`src/rtl/sar_controller.sv`:
```
// 8-bit successive-approximation controller with a one-cycle HOLD after each conversion.
// Define SAR_TRACK_EN to enable the TRACK state (Ready-qualified up/down steps, Inc/Dcr pulses).
module sar_controller (
   input  logic       ClockT,
   input  logic       Reset,
   input  logic       Start,
   input  logic       CompIn,
   input  logic       Track,
   input  logic       Ready,
   output logic [7:0] SAROut,
   output logic [1:0] StateP,
   output logic       Inc,
   output logic       Dcr,
   output logic       Done,
   output logic [7:0] Result
);

   typedef enum logic [1:0] {
      IDLE  = 2'b00,
      CONV  = 2'b01,
      TRACK = 2'b10,
      HOLD  = 2'b11
   } state_t;

   state_t     state, state_next;
   logic [7:0] sar_next, result_next;
   logic [2:0] bit_ptr, bit_next;
   logic       done_next;

`ifdef SAR_TRACK_EN
   logic inc_q, dcr_q, inc_next, dcr_next;
   assign Inc = inc_q;
   assign Dcr = dcr_q;
`else
   logic cfg_unused;
   assign cfg_unused = Track ^ Ready;
   assign Inc        = 1'b0;
   assign Dcr        = 1'b0;
`endif

   assign StateP = state;

   always_comb begin
      // NOTE: every output of this block gets a default first, so no path can infer a latch.
      state_next  = state;
      sar_next    = SAROut;
      result_next = Result;
      bit_next    = bit_ptr;
      done_next   = 1'b0;
`ifdef SAR_TRACK_EN
      inc_next    = 1'b0;
      dcr_next    = 1'b0;
`endif
      case (state)
         IDLE: begin
            if (Start) begin
               state_next = CONV;
               sar_next   = 8'h80;
               bit_next   = 3'd7;
            end
         end
         CONV: begin
            // Resolve the current trial bit, then place the next trial bit below it.
            sar_next[bit_ptr] = CompIn;
            if (bit_ptr == 3'd0) begin
               state_next  = HOLD;
               result_next = sar_next;
               done_next   = 1'b1;
               bit_next    = 3'd7;
            end else begin
               sar_next[bit_ptr - 3'd1] = 1'b1;
               bit_next                 = bit_ptr - 3'd1;
            end
         end
         HOLD: begin
`ifdef SAR_TRACK_EN
            state_next = Track ? TRACK : IDLE;
`else
            state_next = IDLE;
`endif
         end
`ifdef SAR_TRACK_EN
         TRACK: begin
            if (!Track) begin
               state_next = IDLE;
            end else if (Ready) begin
               // Saturating step: no pulse when the code is already at the rail.
               if (CompIn && SAROut != 8'hFF) begin
                  sar_next    = SAROut + 8'd1;
                  result_next = sar_next;
                  inc_next    = 1'b1;
               end else if (!CompIn && SAROut != 8'h00) begin
                  sar_next    = SAROut - 8'd1;
                  result_next = sar_next;
                  dcr_next    = 1'b1;
               end
            end
         end
`endif
         default: state_next = IDLE;
      endcase
   end

   // NOTE: reset is synchronous, so it lives inside the clocked branch; all state uses <=.
   always_ff @(posedge ClockT) begin
      if (Reset) begin
         state   <= IDLE;
         SAROut  <= 8'h00;
         Result  <= 8'h00;
         bit_ptr <= 3'd7;
         Done    <= 1'b0;
`ifdef SAR_TRACK_EN
         inc_q   <= 1'b0;
         dcr_q   <= 1'b0;
`endif
      end else begin
         state   <= state_next;
         SAROut  <= sar_next;
         Result  <= result_next;
         bit_ptr <= bit_next;
         Done    <= done_next;
`ifdef SAR_TRACK_EN
         inc_q   <= inc_next;
         dcr_q   <= dcr_next;
`endif
      end
   end

endmodule

```
`config.mk`:
```
export PLATFORM = sky130hd
export DESIGN_NAME = sar_controller
export DESIGN_NICKNAME = d
export VERILOG_FILES = /design/src/rtl/sar_controller.sv
export SDC_FILE = /design/constraint.sdc
export NUM_CORES = 1
export LEC_CHECK = 0
export ABC_AREA = 1
export BUFFER_PORTS_ARGS = -buffer_cell sky130_fd_sc_hd__buf_4
export CAP_MARGIN = 5
export CORE_UTILIZATION = 35
export CTS_BUF_LIST = sky130_fd_sc_hd__clkbuf_8
export CTS_CLUSTER_SIZE = 8
export DETAILED_ROUTE_END_ITERATION = 10
export RECOVER_POWER = 50
export SETUP_SLACK_MARGIN = 0.3
export SYNTH_ARGS = -nofsm -noshare
export SYNTH_HDL_FRONTEND = slang
export SYNTH_SLANG_ARGS = --single-unit
```
`constraint.sdc`:
```
create_clock -name ClockT -period 1.8 [get_ports ClockT]
set_input_delay 0.36 -clock ClockT [delete_from_list [all_inputs] [get_ports ClockT]]
set_output_delay 0.36 -clock ClockT [all_outputs]
set_load 0.03 [all_outputs]
```
Word level (Yosys, flattened, before mapping)
Index checks and enable logic that the tools add are counted.
Widths: inputs -> output; s select.
- RAM bits: 0
- memories kept: 0
- ROM bits: 0
- bits in latches: 0
- register bits: 22
- equality and inequality tests: 3
- magnitude comparators: 4
- bitwise operators: 2
- add/sub/neg operators: 1
- reduce and logical (&&, ||, !) cells: 9
- mux-type cells: 15
- divide/modulo/power cells: 0
- shift operators: 0
- multipliers: 0
- operator list (cell ; count):
    $mux 8 ; 2
    $pmux 8 s2 ; 1
    $bwmux 8 ; 1
    $lt 3x4->1 const B ; 2
    $or 8x8->8 ; 1
    $demux 1 s3 ; 2
    $ge 3x1->1 const B ; 2
    $mux 3 ; 2
    $pmux 3 s2 ; 1
    $reduce_and 2->1 ; 3
    $mux 2 ; 2
    $ne 2x2->1 const B ; 2
    $pmux 2 s2 ; 1
    $logic_not 3->1 ; 1
    $mux 1 ; 3
    $sub 3x1->3 const B ; 1
    $eq 2x1->1 const B ; 1
    $logic_and 1x1->1 ; 2
    $logic_not 2->1 ; 1
    $reduce_bool 2->1 ; 1
    $reduce_or 2->1 ; 1
    $not 1->1 ; 1

Depth between registers and ports, before layout
- word-level depth: 8
- mapped depth: 10

Worst setup path after synthesis
OpenSTA, ideal clock, no wires.
- path kind: reg-to-reg
- from: register bit_ptr[1]
- to: register Result[5]
- clock period less this slack: 1.407 ns
- data required time: 1.734 ns
- setup time: 0.066 ns
- cell stages (with the launch flop): 9
- path slack: 0.393 ns
- data arrival time: 1.341 ns
- path buffers: 2
- cell sequence: dfxtp_1 buf_2 inv_1 ha_1 nand2_2 nor3_4 buf_6 o21ai_2 a21oi_2
- cells in the longest elaborated chain, start to end: 5
- RTL lines (what ; line ; RTL):
    start, declared ; 27 ; logic [2:0] bit_ptr, bit_next;
    start signal, assigned ; 120 ; bit_ptr <= bit_next;
    $lt 3x4->1 (implied by the code) / $ge 3x1->1 (equally long branches) ; 64 ; sar_next[bit_ptr] = CompIn;
    $logic_and 1x1->1 (implied by the code) ; 64 ;
    $mux 1 (implied by the code) ; 64 ;
    $demux 1 s3 ; 64 ;
    $bwmux 8 ; 64 ;
    end signal, assigned ; 119 ; Result <= result_next;
    end, declared ; 15 ; output logic [7:0] Result
Several ways; a longest one is shown, not always the timed one.
A chain may end at the register's enable or synchronous reset.

Worst setup path in the final report
- from: register bit_ptr[0]
- to: register Result[5]
Same word-level chain as after synthesis.

==> flow_summary.ini <==
[run_status]
outcome = finished clean

[finish]
most-common-layout-cells = 49 x nand2_1, 21 x dfxtp_1, 20 x nand3_1
multiInputGateArea_um2 = 573
n_antenna_cell = 0
fin_nets = 200
final_common_cell = nand2_1
regArea_um2 = 442
syn2layout_area_growth_pct = 26.0
drive_gt1_share_pct = 16.2
fillers = 341
final_util_pct = 46.3

[sta]
finalHoldViolations = 0
rsz0062_at_grt = yes
finalSetupViolCount = 0
max_freq_mhz = 681
fin_skew_ps = 10.6
finalCritPeriodShare_pct = 81.6
finalCriticalPeriod_ps = 1470
drv_slew = 0
setup-tns-final_ps = 0
final.setup.worst_slack_ps = 331
whs_ps = 372

[floorplanning]
start_util_pct = 36.8
core_um2 = 3050
die-area_um2 = 3440
rows = 20
io_pins = 27
die_width_um = 58.6
chipHeight_um = 58.6

[power_and_ir_drop]
p_total_mw = 1.01
internal_power_mw = 0.740
seq_power_share_pct = 49.8
swShare_pct = 26.9
p_leak_nw = 0.610
power.switching_mw = 0.273
power_frac_clock_pct = 35.3
max-vdd-ir-drop_v = 0.000597
combPwrFrac_pct = 14.9
pwr_density_cell_nw_per_um2 = 716

[detailed_routing]
remaining_drc_errors = 0
routed_wl_mm = 2.70
antenna_left = 0
drt_iter0_drc = 30
via_per_inst = 4.66
firstDrtPassIters = 4
routedWlPerCell_um = 11.5
vias = 1095

[clock_network]
htree_num_levels = 1
tritoncts = built
root_buffer = clkbuf_8
insertion_delay_ps = 270
holdBufCountCts = 0
clk_pin_slew_worst_paths_ps = 80
clk_path_buf_depth = 2
clkSinkCount = 22
cts_buffers = 3

[setup_path]
crit_fanout = 8
slowest_stage = dfxtp_2
cpMostUsedCell = buf_12
arrival_ps = 1670
cp_data_required_time_ps = 2000
path_class = flop to flop
max_stage_delay_ps = 340
endpoint_kind = flop
worstPathCellList = inv_4, ha_4, nand2_1, nor3_4, buf_12, buf_12, o21ai_2, a21oi_2
cp-start-kind = flop
path_delay_family = simple AND/OR/NAND/NOR gates
path_buf_inv = 3

[place]
dp_hpwl_mm = 1.88
io_buffers = 22
pre_cts_slack_ps = 192
gp_congestion = 0.886

[grt]
grt_pass1_wl_mm = 4.15
antenna_found_initial = 0
grtUsageTotal_pct = 15.8
grt_max_degree = 17
grt_overflow = 0
grt_pass1_vias = 909

[worst_hold_path]
min_path_type = input port to flop

[yosys]
synth_cells = 162
ys_seq_area_share_pct = 39.2
yosysWarnings = 0
ys_ff_latch = 22
yosysUniqueCellTypes = 23
syn_avg_cell_area_um2 = 6.93
synth_area_um2 = 1120

[job]
drv_cap = 0
cells in the mapped netlist (all sizes together):
library cell | count | area, um2
ha | 2 | 25.0
clkbuf | 1 | 3.75
a21oi | 19 | 103
nand2 | 49 | 186
inv | 18 | 67.6
nand4 | 1 | 6.26
nor3 | 1 | 16.3
nor4 | 2 | 12.5
o22ai | 2 | 12.5
dfxtp | 22 | 440
conb | 1 | 3.75
buf | 7 | 51.3
o21ai | 11 | 62.6
nor2 | 5 | 23.8
o21bai | 1 | 7.51
nand3 | 20 | 100
cell families after synthesis:
logic type / after synthesis / synth area share (%)
AOI/OAI and AO/OA: 33 / 16.5
and+or+nand+nor: 78 / 30.8
buffers and inverters: 26 / 10.9
other: 1 / 0.334
adders and majority gates: 2 / 2.23
DFF: 22 / 39.2
layer usage:
layer | part of all wire [%] | global-route usage [%] | up-vias
li1 | - | - | 584
met4 | 0.48 | 3.06 | 0
met2 | 47 | 26.4 | 23
met5 | 0 | 0 | -
met3 | 4.6 | 3.96 | 3
met1 | 48 | 20.9 | 485
registers in the layout, summed over array words and instances (netlist names):
| register | flops |
|---|---|
| StateP | 2 |
| Result | 8 |
| SAROut | 8 |
| Done | 1 |
| bit_ptr | 3 |
per-stage QoR:
| stage | cell area, um2 | std cells |
|---|---|---|
| floorplan | 1130 | 163 |
| global placement | 1330 | 226 |
| detailed placement | 1330 | 226 |
| CTS | 1400 | 231 |
| global route | 1410 | 235 |
| finish | 1410 | 235 |
worst reg2reg max path, cell delays in order (launching register included):
cell     delay (ps)
dfxtp_2         340
inv_4           100
ha_4            150
nand2_1         130
nor3_4          260
buf_12          160
buf_12          100
o21ai_2          50
a21oi_2         110
what timing repair did:
| action | in CTS | in global routing |
|---|---|---|
| gates cloned | 0 | 1 |
| pin swaps | 1 | 1 |
| endpoints found under the hold margin | 0 | 0 |
| endpoints found under the setup margin | 8 | 15 |
| buffers inserted | 1 | 3 |
| resized for setup | 0 | 5 |
worst paths after layout:
check              from        end  slack, ps  cells after the start
max          bit_ptr[0]  Result[5]        330                      8
min               Reset  StateP[0]        370                      2
max reg2reg  bit_ptr[0]  Result[5]        330                      8
min reg2reg   SAROut[1]  SAROut[1]        480                      2
power groups by stage:
| stage | logic (mW) | clock network (mW) | registers, mW |
|---|---|---|---|
| after detailed placement | 0.147 | 0 | 0.515 |
| after global routing | 0.166 | 0.385 | 0.506 |
| after global placement | 0.146 | 0 | 0.515 |
| after CTS | 0.147 | 0.365 | 0.503 |
| after floorplan | 0.0909 | 0 | 0.529 |
| final | 0.150 | 0.357 | 0.505 |
final cells by class:
type                    count  share of cell area, %
multi-input cells         115                   40.5
well taps                  44                   3.89
repair buffers             32                   15.5
clock buffers               4                   3.89
inverters                  18                   4.96
flip-flops and latches     22                   31.2
(Power assumes the default switching activity.)
